**config.mk**
```make
export PLATFORM = sky130hd
export DESIGN_NAME = shiftreg_deser_flat
export DESIGN_NICKNAME = d
export VERILOG_FILES = /design/src/rtl/shiftreg_deser_if.sv /design/src/rtl/shiftreg_deser.sv /design/src/flat_wrapper.sv
export SDC_FILE = /design/constraint.sdc
export NUM_CORES = 1
export LEC_CHECK = 0
export CAP_MARGIN = 20
export CORE_ASPECT_RATIO = 1.25
export CORE_MARGIN = 2
export CORE_UTILIZATION = 38
export CTS_BUF_LIST = sky130_fd_sc_hd__clkbuf_8
export DETAILED_ROUTE_END_ITERATION = 10
export GPL_TIMING_DRIVEN = 0
export PLACE_DENSITY_LB_ADDON = 0.3
export SYNTH_ARGS = -nofsm -noshare
export SYNTH_HDL_FRONTEND = slang
export SYNTH_SLANG_ARGS = --single-unit
```
**constraint.sdc**
```tcl
create_clock -name enable -period 1.5 [get_ports enable]
set_input_delay 0.225 -clock enable [delete_from_list [all_inputs] [get_ports enable]]
set_output_delay 0.225 -clock enable [all_outputs]
set_load 0.005 [all_outputs]
```
**src/rtl/shiftreg_deser_if.sv**
```systemverilog
// Bus bundle for shiftreg_deser: frame control, serial input and parallel result.
// The parity_err signal exists only when SHIFTREG_DESER_PARITY_EN is defined.
interface shiftreg_deser_if #(
  parameter int N = 4
);
  logic         start;
  logic         dir;
  logic         bit_valid;
  logic         serial_in;
  logic [N-1:0] q;
  logic         data_valid;
  logic         busy;
  logic         abort;
`ifdef SHIFTREG_DESER_PARITY_EN
  logic         parity_err;

  modport master (
    output start, dir, bit_valid, serial_in,
    input  q, data_valid, busy, abort, parity_err
  );

  modport slave (
    input  start, dir, bit_valid, serial_in,
    output q, data_valid, busy, abort, parity_err
  );
`else
  modport master (
    output start, dir, bit_valid, serial_in,
    input  q, data_valid, busy, abort
  );

  modport slave (
    input  start, dir, bit_valid, serial_in,
    output q, data_valid, busy, abort
  );
`endif
endinterface

```
**src/rtl/shiftreg_deser.sv**
```systemverilog
// Serial-to-parallel receiver: collects N qualified bits after start, LSB- or MSB-first.
// Optional even-parity check after the data bits when SHIFTREG_DESER_PARITY_EN is defined.
module shiftreg_deser #(
  parameter int N = 4
) (
  input logic              enable,
  input logic              reset_n,
  shiftreg_deser_if.slave  bus
);

  localparam int CW = $clog2(N + 1);
  localparam logic [CW-1:0] LAST = CW'(N - 1);

  typedef enum logic [1:0] {
    IDLE,
    RECV,
    PARITY
  } state_t;

  state_t         state_q, state_d;
  logic [N-1:0]   sreg_q, sreg_d;
  logic [CW-1:0]  count_q, count_d;
  logic           dir_q, dir_d;
  logic [N-1:0]   q_q, q_d;
  logic           data_valid_q, data_valid_d;
  logic           abort_q, abort_d;
`ifdef SHIFTREG_DESER_PARITY_EN
  logic           parity_err_q, parity_err_d;
`endif

  // Start always wins over a data bit; in a frame it restarts and flags abort.
  always_comb begin
    state_d      = state_q;
    sreg_d       = sreg_q;
    count_d      = count_q;
    dir_d        = dir_q;
    q_d          = q_q;
    data_valid_d = 1'b0;
    abort_d      = 1'b0;
`ifdef SHIFTREG_DESER_PARITY_EN
    parity_err_d = 1'b0;
`endif
    case (state_q)
      IDLE: begin
        if (bus.start) begin
          state_d = RECV;
          dir_d   = bus.dir;
          count_d = '0;
          sreg_d  = '0;
        end
      end
      RECV: begin
        if (bus.start) begin
          dir_d   = bus.dir;
          count_d = '0;
          sreg_d  = '0;
          abort_d = 1'b1;
        end else if (bus.bit_valid) begin
          if (dir_q)
            sreg_d = {sreg_q[N-2:0], bus.serial_in};
          else
            sreg_d = {bus.serial_in, sreg_q[N-1:1]};
          if (count_q == LAST) begin
            count_d = '0;
`ifdef SHIFTREG_DESER_PARITY_EN
            state_d = PARITY;
`else
            q_d          = sreg_d;
            data_valid_d = 1'b1;
            state_d      = IDLE;
`endif
          end else begin
            count_d = count_q + CW'(1);
          end
        end
      end
`ifdef SHIFTREG_DESER_PARITY_EN
      PARITY: begin
        if (bus.start) begin
          state_d = RECV;
          dir_d   = bus.dir;
          count_d = '0;
          sreg_d  = '0;
          abort_d = 1'b1;
        end else if (bus.bit_valid) begin
          q_d          = sreg_q;
          data_valid_d = 1'b1;
          parity_err_d = ^{sreg_q, bus.serial_in};
          state_d      = IDLE;
        end
      end
`endif
      default: state_d = IDLE;
    endcase
  end

  always_ff @(posedge enable) begin
    if (!reset_n) begin
      state_q      <= IDLE;
      sreg_q       <= '0;
      count_q      <= '0;
      dir_q        <= 1'b0;
      q_q          <= '0;
      data_valid_q <= 1'b0;
      abort_q      <= 1'b0;
`ifdef SHIFTREG_DESER_PARITY_EN
      parity_err_q <= 1'b0;
`endif
    end else begin
      state_q      <= state_d;
      sreg_q       <= sreg_d;
      count_q      <= count_d;
      dir_q        <= dir_d;
      q_q          <= q_d;
      data_valid_q <= data_valid_d;
      abort_q      <= abort_d;
`ifdef SHIFTREG_DESER_PARITY_EN
      parity_err_q <= parity_err_d;
`endif
    end
  end

  assign bus.q          = q_q;
  assign bus.data_valid = data_valid_q;
  assign bus.abort      = abort_q;
  assign bus.busy       = (state_q != IDLE);
`ifdef SHIFTREG_DESER_PARITY_EN
  assign bus.parity_err = parity_err_q;
`endif

endmodule

```
**src/flat_wrapper.sv**
```systemverilog
// flat-port wrapper written by rule: the top's interface ports become plain ports
module shiftreg_deser_flat 
#(
  parameter int N = 4
)
  (enable, reset_n, bus_start, bus_dir, bus_bit_valid, bus_serial_in, bus_q, bus_data_valid, bus_busy, bus_abort);
  shiftreg_deser_if #(.N(N)) bus_i ();
  input logic enable;
  input logic reset_n;
  input wire logic [$bits(bus_i.start)-1:0] bus_start;
  input wire logic [$bits(bus_i.dir)-1:0] bus_dir;
  input wire logic [$bits(bus_i.bit_valid)-1:0] bus_bit_valid;
  input wire logic [$bits(bus_i.serial_in)-1:0] bus_serial_in;
  output wire logic [$bits(bus_i.q)-1:0] bus_q;
  output wire logic [$bits(bus_i.data_valid)-1:0] bus_data_valid;
  output wire logic [$bits(bus_i.busy)-1:0] bus_busy;
  output wire logic [$bits(bus_i.abort)-1:0] bus_abort;
  assign bus_i.start = bus_start;
  assign bus_i.dir = bus_dir;
  assign bus_i.bit_valid = bus_bit_valid;
  assign bus_i.serial_in = bus_serial_in;
  assign bus_q = bus_i.q;
  assign bus_data_valid = bus_i.data_valid;
  assign bus_busy = bus_i.busy;
  assign bus_abort = bus_i.abort;
  shiftreg_deser #(.N(N)) u_core (.enable(enable), .reset_n(reset_n), .bus(bus_i));
endmodule
```
==> metrics.md, run 1 <==
| Metric | Value |
|---|---|
| Status | finished clean |
| Fraction of layout cells with a size suffix above 1 | 9.09% |
| Startpoint class of the critical path | register |
| Worst Max-Slew Pin Slew | 280 ps |
| Utilization after layout | 52.3% |
| Final routed wire length divided by cell count | 11.0 um |
| X dimension of the die | 40.4 um |
| Clock insertion delay at the later pin of the skew report | 240 ps |
| TritonCTS buffer count | 3 |
| Number of vias per cell after detailed routing | 4.83 |
| Total buffers and inverters traversed by the critical path | 1 |
| Total power | 0.789 mW |
| Die Footprint | 2000 um2 |
| Cell count after placement | 91 |
| Seq cells post-synth | 15 |
| Gate count of the mapped netlist | 61 |
| Initial core utilization | 40.3% |
| CP arrival | 1200 ps |
| Endpoint class of the critical path | output port |
| GRT busiest layer | met2 |
| Post-cts repair resize count | 0 |
| Die Span Y | 49.5 um |
| Final HPWL DP | 794 um |
| Antenna violations before repair | 0 |
| Number of nets with antenna violations after routing | 0 |
| Clock sink count | 15 |
| Number of warnings printed during yosys synthesis | 0 |
| Via count | 459 |
| Share of the cycle needed by the critical path after routing | 95.0% |
| Crit-path leading delay family | buffers and inverters |
| GRT overflow | 0 |
| Met3 capacity usage during global routing | 2.70% |
| Count of different cell masters after synthesis | 23 |
| Net count, final | 85 |
| Average size of a mapped cell | 10.3 um2 |
| Post-CTS setup buffer count | 0 |
| Met1 track utilization from global routing | 17.1% |
| Path category of the worst min-delay check | reg2reg |
| Post-synthesis async set-or-reset flop share | 0% |
| Design area | 817 um2 |
| CTS tree | done |
| Worst voltage drop across the vdd grid | 538 uV |
| Cell Area, Placed | 772 um2 |
| Standard cell core area | 1560 um2 |
| Leak | 0.295 nW |
| Slowest-stage cell, CP | clkdlybuf4s50_1 |
| Hold buffers post-CTS | 0 |
| Count of flip-flops with a built-in enable after synthesis | 0 |
| Type of the setup path with the least slack | reg2out |
| Slew Limit Headroom | 81.3% |
| Number of remaining DRC errors | 0 |
| 1st-pass router iterations | 2 |
| Worst clock skew | 1.69 ps |
| Netlist area before placement | 629 um2 |
| Share of the synthesized area in the top cell type | 47.7% |
| Power per unit of standard cell area | 965 nW/um2 |
| Final-report max-slew violation count | 0 |
| Pin count of the biggest net entering global routing | 11 |
| Final WL | 1050 um |
| All-Layer GR Usage | 12.3% |
| Main flop type after synthesis | dfxtp_1 |
| Highest-count cells in the layout ignoring fill and taps | dfxtp_1 (15), clkdlybuf4s50_1 (12), mux2i_1 (5), nor2_1 (5), a211oi_1 (5) |
| Diodes inserted | 0 |
| Final cell count without fillers | 95 |
| Maximum clock insertion buffer count | 2 |
| Worst path cell trace | clkdlybuf4s50_1 |
| Max-cap violation count | 0 |
| Fmax | 0.702 GHz |
| CP required | 1270 ps |
| Slowest stage delay, CP | 540 ps |
| Minimum clock period after layout | 1430 ps |
| Unrepaired setup endpoints after global routing | false |
| Portion of the post-synthesis area used by sequential elements | 47.7% |
| Weighted congestion at the end of routability-driven global placement | 0.755 |
| Iter 0 DRT Violations | 4 |
| Hold Vio Cnt, Final | 0 |
| Count of endpoints failing setup in the final report | 0 |
| Site Rows | 16 |
| Number of global-route vias before repair | 433 |
| Synthesized Nets | 68 |
| Wire length of the first global-routing pass | 1740 um |
| Maximum net fanout on the critical path | 5 |
| Count of buffers from port buffering | 12 |
| Clock edge transition at the registers on the reported setup and hold paths | 60 ps |
| Met2 GRT Util | 17.2% |
| Leading area contributor after synthesis | dfxtp_1 |
| IO Pins | 13 |
| Buffer type at the clock tree root | clkbuf_8 |
| H-Tree Depth | 1 |
| Most frequent standard cell in the layout excluding fill and tap cells | dfxtp_1 |
| Synth-to-Final Area Change | 29.8% |
| Largest cells by area after synthesis | dfxtp_1 (48%), mux2i_1 (8.0%), a211oi_1 (6.0%) |
==> report_power, final <==
group	leakage (nW)	switching (mW)	total, mW	internal [mW]
Combinational	0.146	0.0299	0.0671	0.0372
Clock	0.0269	0.128	0.308	0.181
Sequential	0.122	0.00641	0.413	0.407
==> final timing paths <==
check | from | endpoint | slack [ps] | cells after the start
setup / recovery | u_core.state_q[0]$_SDFFE_PN0P_ | bus_busy | 70 | 1
setup reg to reg | u_core.count_q[0]$_SDFFE_PN0P_ | u_core.bus.q[2]$_SDFFE_PN0P_ | 170 | 4
hold reg to reg | u_core.count_q[2]$_SDFFE_PN0P_ | u_core.count_q[2]$_SDFFE_PN0P_ | 460 | 2
hold / removal | u_core.count_q[2]$_SDFFE_PN0P_ | u_core.count_q[2]$_SDFFE_PN0P_ | 460 | 2
==> metal layers <==
metal  vias to the layer above  part of all wire (%)
met5                         -                     0
met4                         0                  0.77
met3                         2                   3.8
met2                         7                    46
met1                       203                    50
li1                        247                     -
==> state kept, by name, indices dropped and copies added, names as in the netlist <==
register               flops
u_core.bus.q               4
u_core.sreg_q              4
u_core.count_q             3
u_core.bus.abort           1
u_core.bus.data_valid      1
u_core.dir_q               1
u_core.state_q             1
==> layout make-up <==
class,instances,area (um2)
Sequential cell,15,300
Buffer,3,23.8
Fill cell,153,744
Clock buffer,3,41.3
Clock inverter,1,3.75
Tap cell,18,22.5
Inverter,1,3.75
Timing Repair Buffer,12,120
Multi-Input combinational cell,42,302
==> Yosys cell counts, drive strengths merged, types with 2 or more instances <==
cell    instances
o21ai           4
a21oi           2
nor2b           2
a211oi          5
dfxtp          15
or3             4
buf             3
nand2b          2
mux2i           5
nor2            5
a21boi          4
==> kinds of logic after synthesis <==
kind of cell / after synthesis / share of synthesized area [%]
and+or+nand+nor: 20 / 21.1
muxes: 5 / 7.95
buffers and inverters: 4 / 4.37
adders and majority gates: 1 / 1.99
AOI/OAI and AO/OA: 15 / 15.5
xor gates and xnor gates: 1 / 1.39
DFF: 15 / 47.7
==> metrics by stage <==
step                TNS, ps  worst slack, ps  hold slack [ps]
floorplan                 0              284              353
global placement          0             7.94              446
detailed placement    -17.3            -9.40              450
CTS                       0             46.8              458
global route              0             14.5              502
finish                    0             74.6              456
No activity file was read; power rests on OpenSTA's default activity.
==> run 2, diff against run 1 <==
--- a/config.mk
+++ b/config.mk
@@ -8,11 +8,12 @@
 export CAP_MARGIN = 20
 export CORE_ASPECT_RATIO = 1.25
 export CORE_MARGIN = 2
-export CORE_UTILIZATION = 38
+export CORE_UTILIZATION = 25
 export CTS_BUF_LIST = sky130_fd_sc_hd__clkbuf_8
 export DETAILED_ROUTE_END_ITERATION = 10
 export GPL_TIMING_DRIVEN = 0
 export PLACE_DENSITY_LB_ADDON = 0.3
+export SLEW_MARGIN = 25
 export SYNTH_ARGS = -nofsm -noshare
 export SYNTH_HDL_FRONTEND = slang
 export SYNTH_SLANG_ARGS = --single-unit
==> run 2 against run 1 <==
Routed wire length grew 12%; largest cell class unchanged; critical path type unchanged; core utilization fell by 18 points; flip-flop and latch count is the same; cell count grew 16%.
==> metrics.md, run 2 (synthesized netlist as in run 1, its figures left out) <==
| Metric | Value |
|---|---|
| Status | finished clean |
| CTS tree | done |
| Type of the setup path with the least slack | reg2out |
| Worst voltage drop across the vdd grid | 310 uV (-42%) |
| Site Rows | 20 (+4) |
| Crit-path leading delay family | buffers and inverters |
| Weighted congestion at the end of routability-driven global placement | 0.670 (-11%) |
| Buffer type at the clock tree root | clkbuf_8 |
| GRT busiest layer | met2 |
| Fraction of layout cells with a size suffix above 1 | 9.09% (unchanged) |
| Pin count of the biggest net entering global routing | 11 (unchanged) |
| Worst-case register-to-register setup slack | 130 ps (-40 ps) |
| Die Span Y | 60.1 um (+21%) |
| Leak | 0.295 nW (unchanged) |
| Number of vias per cell after detailed routing | 4.29 (-11%) |
| Share of the cycle needed by the critical path after routing | 94.0% (-1.0 points) |
| Final-report max-slew violation count | 0 (unchanged) |
| Final routed wire length divided by cell count | 10.6 um (-3.4%) |
| Unrepaired setup endpoints after global routing | false |
| IO Pins | 13 (unchanged) |
| Endpoint class of the critical path | output port |
| All-Layer GR Usage | 9.63% (-2.7 points) |
| Clock edge transition at the registers on the reported setup and hold paths | 50 ps (about the same) |
| Worst clock skew | 3.58 ps (+1.88 ps) |
| Final WL | 1170 um (+12%) |
| Hold Vio Cnt, Final | 0 (unchanged) |
| Max-cap violation count | 0 (unchanged) |
| Design area | 836 um2 (+2.3%) |
| Worst Max-Slew Pin Slew | 243 ps (-37.1 ps) |
| Final HPWL DP | 869 um (+9.5%) |
| X dimension of the die | 48.9 um (+21%) |
| Count of endpoints failing setup in the final report | 0 (unchanged) |
| Worst path cell trace | clkdlybuf4s50_1 |
| Minimum clock period after layout | 1410 ps (-15.7 ps) |
| Wire length of the first global-routing pass | 2080 um (+20%) |
| Iter 0 DRT Violations | 0 (-4) |
| Crit path setup slack, layout | 90.3 ps (+15.7 ps) |
| Initial core utilization | 26.2% (-14 points) |
| Hold buffers post-CTS | 0 (unchanged) |
| Die Footprint | 2940 um2 (+47%) |
| Clock insertion delay at the later pin of the skew report | 240 ps (about the same) |
| CP required | 1270 ps (about the same) |
| GRT overflow | 0 (unchanged) |
| Synth-to-Final Area Change | 32.8% |
| H-Tree Depth | 1 (unchanged) |
| Final cell count without fillers | 110 (+16%) |
| Slowest stage delay, CP | 530 ps (about the same) |
| Via count | 472 (+2.8%) |
| Met3 capacity usage during global routing | 2.25% (-0.45 points) |
| Placement Setup Slack | -13.5 ps (-4.13 ps) |
| Path category of the worst min-delay check | reg2reg |
| Cell Area, Placed | 791 um2 (+2.4%) |
| Total negative slack for setup checks | 0 ps (unchanged) |
| Slew Limit Headroom | 83.3% (+2.0 points) |
| Net count, final | 85 (unchanged) |
| Met2 GRT Util | 16.8% (-0.37 points) |
| Cell count after placement | 106 (+16%) |
| Slowest-stage cell, CP | clkdlybuf4s50_1 |
| Diodes inserted | 0 (unchanged) |
| Power per unit of standard cell area | 945 nW/um2 (-2.1%) |
| CP arrival | 1180 ps (-20 ps) |
| TritonCTS buffer count | 3 (unchanged) |
| Post-cts repair resize count | 0 (unchanged) |
| Most frequent standard cell in the layout excluding fill and tap cells | dfxtp_1 |
| Count of buffers from port buffering | 12 (unchanged) |
| Number of global-route vias before repair | 478 (+10%) |
| Startpoint class of the critical path | register |
| Highest-count cells in the layout ignoring fill and taps | dfxtp_1 (15), clkdlybuf4s50_1 (12), mux2i_1 (5), nor2_1 (5), a211oi_1 (5) |
| 1st-pass router iterations | 1 (-1) |
| Clock sink count | 15 (unchanged) |
| Antenna violations before repair | 0 (unchanged) |
| Met1 track utilization from global routing | 9.71% (-7.4 points) |
| Fmax | 0.709 GHz (+1.1%) |
| Maximum net fanout on the critical path | 5 (unchanged) |
| Maximum clock insertion buffer count | 2 (unchanged) |
| Number of remaining DRC errors | 0 (unchanged) |
| Number of nets with antenna violations after routing | 0 (unchanged) |
| Standard cell core area | 2400 um2 (+54%) |
| Post-CTS setup buffer count | 0 (unchanged) |
| Total buffers and inverters traversed by the critical path | 1 (unchanged) |
[run 2: power breakdown]
group	leakage (nW)	total [mW]	internal [mW]	switching, mW
Sequential	0.122	0.413	0.407	0.00633
Combinational	0.146	0.0676	0.0372	0.0304
Clock	0.0269	0.309	0.181	0.128
[run 2: final cells by class]
type	count	area [um2]
clock inverters	1	3.75
clock buffers	3	41.3
plain buffers	3	23.8
well taps	33	41.3
inverters	1	3.75
multi-input cells	42	302
flip-flops and latches	15	300
repair buffers	12	120
fillers	261	1570
[run 2: per-stage QoR]
stage / hold slack [ps] / total power, mW / utilization [%]
CTS: 465 / 0.809 / 34.8
global placement: 446 / 0.490 / 32.9
floorplan: 353 / 0.459 / -
finish: 459 / 0.790 / 34.8
detailed placement: 457 / 0.491 / 32.9
global route: 497 / 0.829 / 34.8
[run 2: worst paths after layout]
check,cells after the start,start,to
max,1,u_core.state_q[0]$_SDFFE_PN0P_,bus_busy
min,2,u_core.count_q[2]$_SDFFE_PN0P_,u_core.count_q[2]$_SDFFE_PN0P_
max reg2reg,4,u_core.count_q[0]$_SDFFE_PN0P_,u_core.bus.q[2]$_SDFFE_PN0P_
min reg2reg,2,u_core.count_q[2]$_SDFFE_PN0P_,u_core.count_q[2]$_SDFFE_PN0P_
[run 2: layer usage]
| metal | up-vias | wire length (um) |
|---|---|---|
| li1 | 252 | - |
| met1 | 210 | 514 |
| met2 | 8 | 577 |
| met3 | 2 | 50 |
| met4 | 0 | 27 |
| met5 | - | 0 |
[run 2: worst register-to-register path, stage by stage, from the launching register on]
cell and delay [ps]:
dfxtp_1 360, ha_1 270, nand4b_4 180, or3_1 380
a21boi_1 110
==> run 3, diff against run 2 <==
--- a/config.mk
+++ b/config.mk
@@ -10,6 +10,7 @@
 export CORE_MARGIN = 2
 export CORE_UTILIZATION = 25
 export CTS_BUF_LIST = sky130_fd_sc_hd__clkbuf_8
+export CTS_CLUSTER_DIAMETER = 40
 export DETAILED_ROUTE_END_ITERATION = 10
 export GPL_TIMING_DRIVEN = 0
 export PLACE_DENSITY_LB_ADDON = 0.3
==> results of run 3 <==
Same layout as run 2: the final DEF is identical, and so are final timing and power.
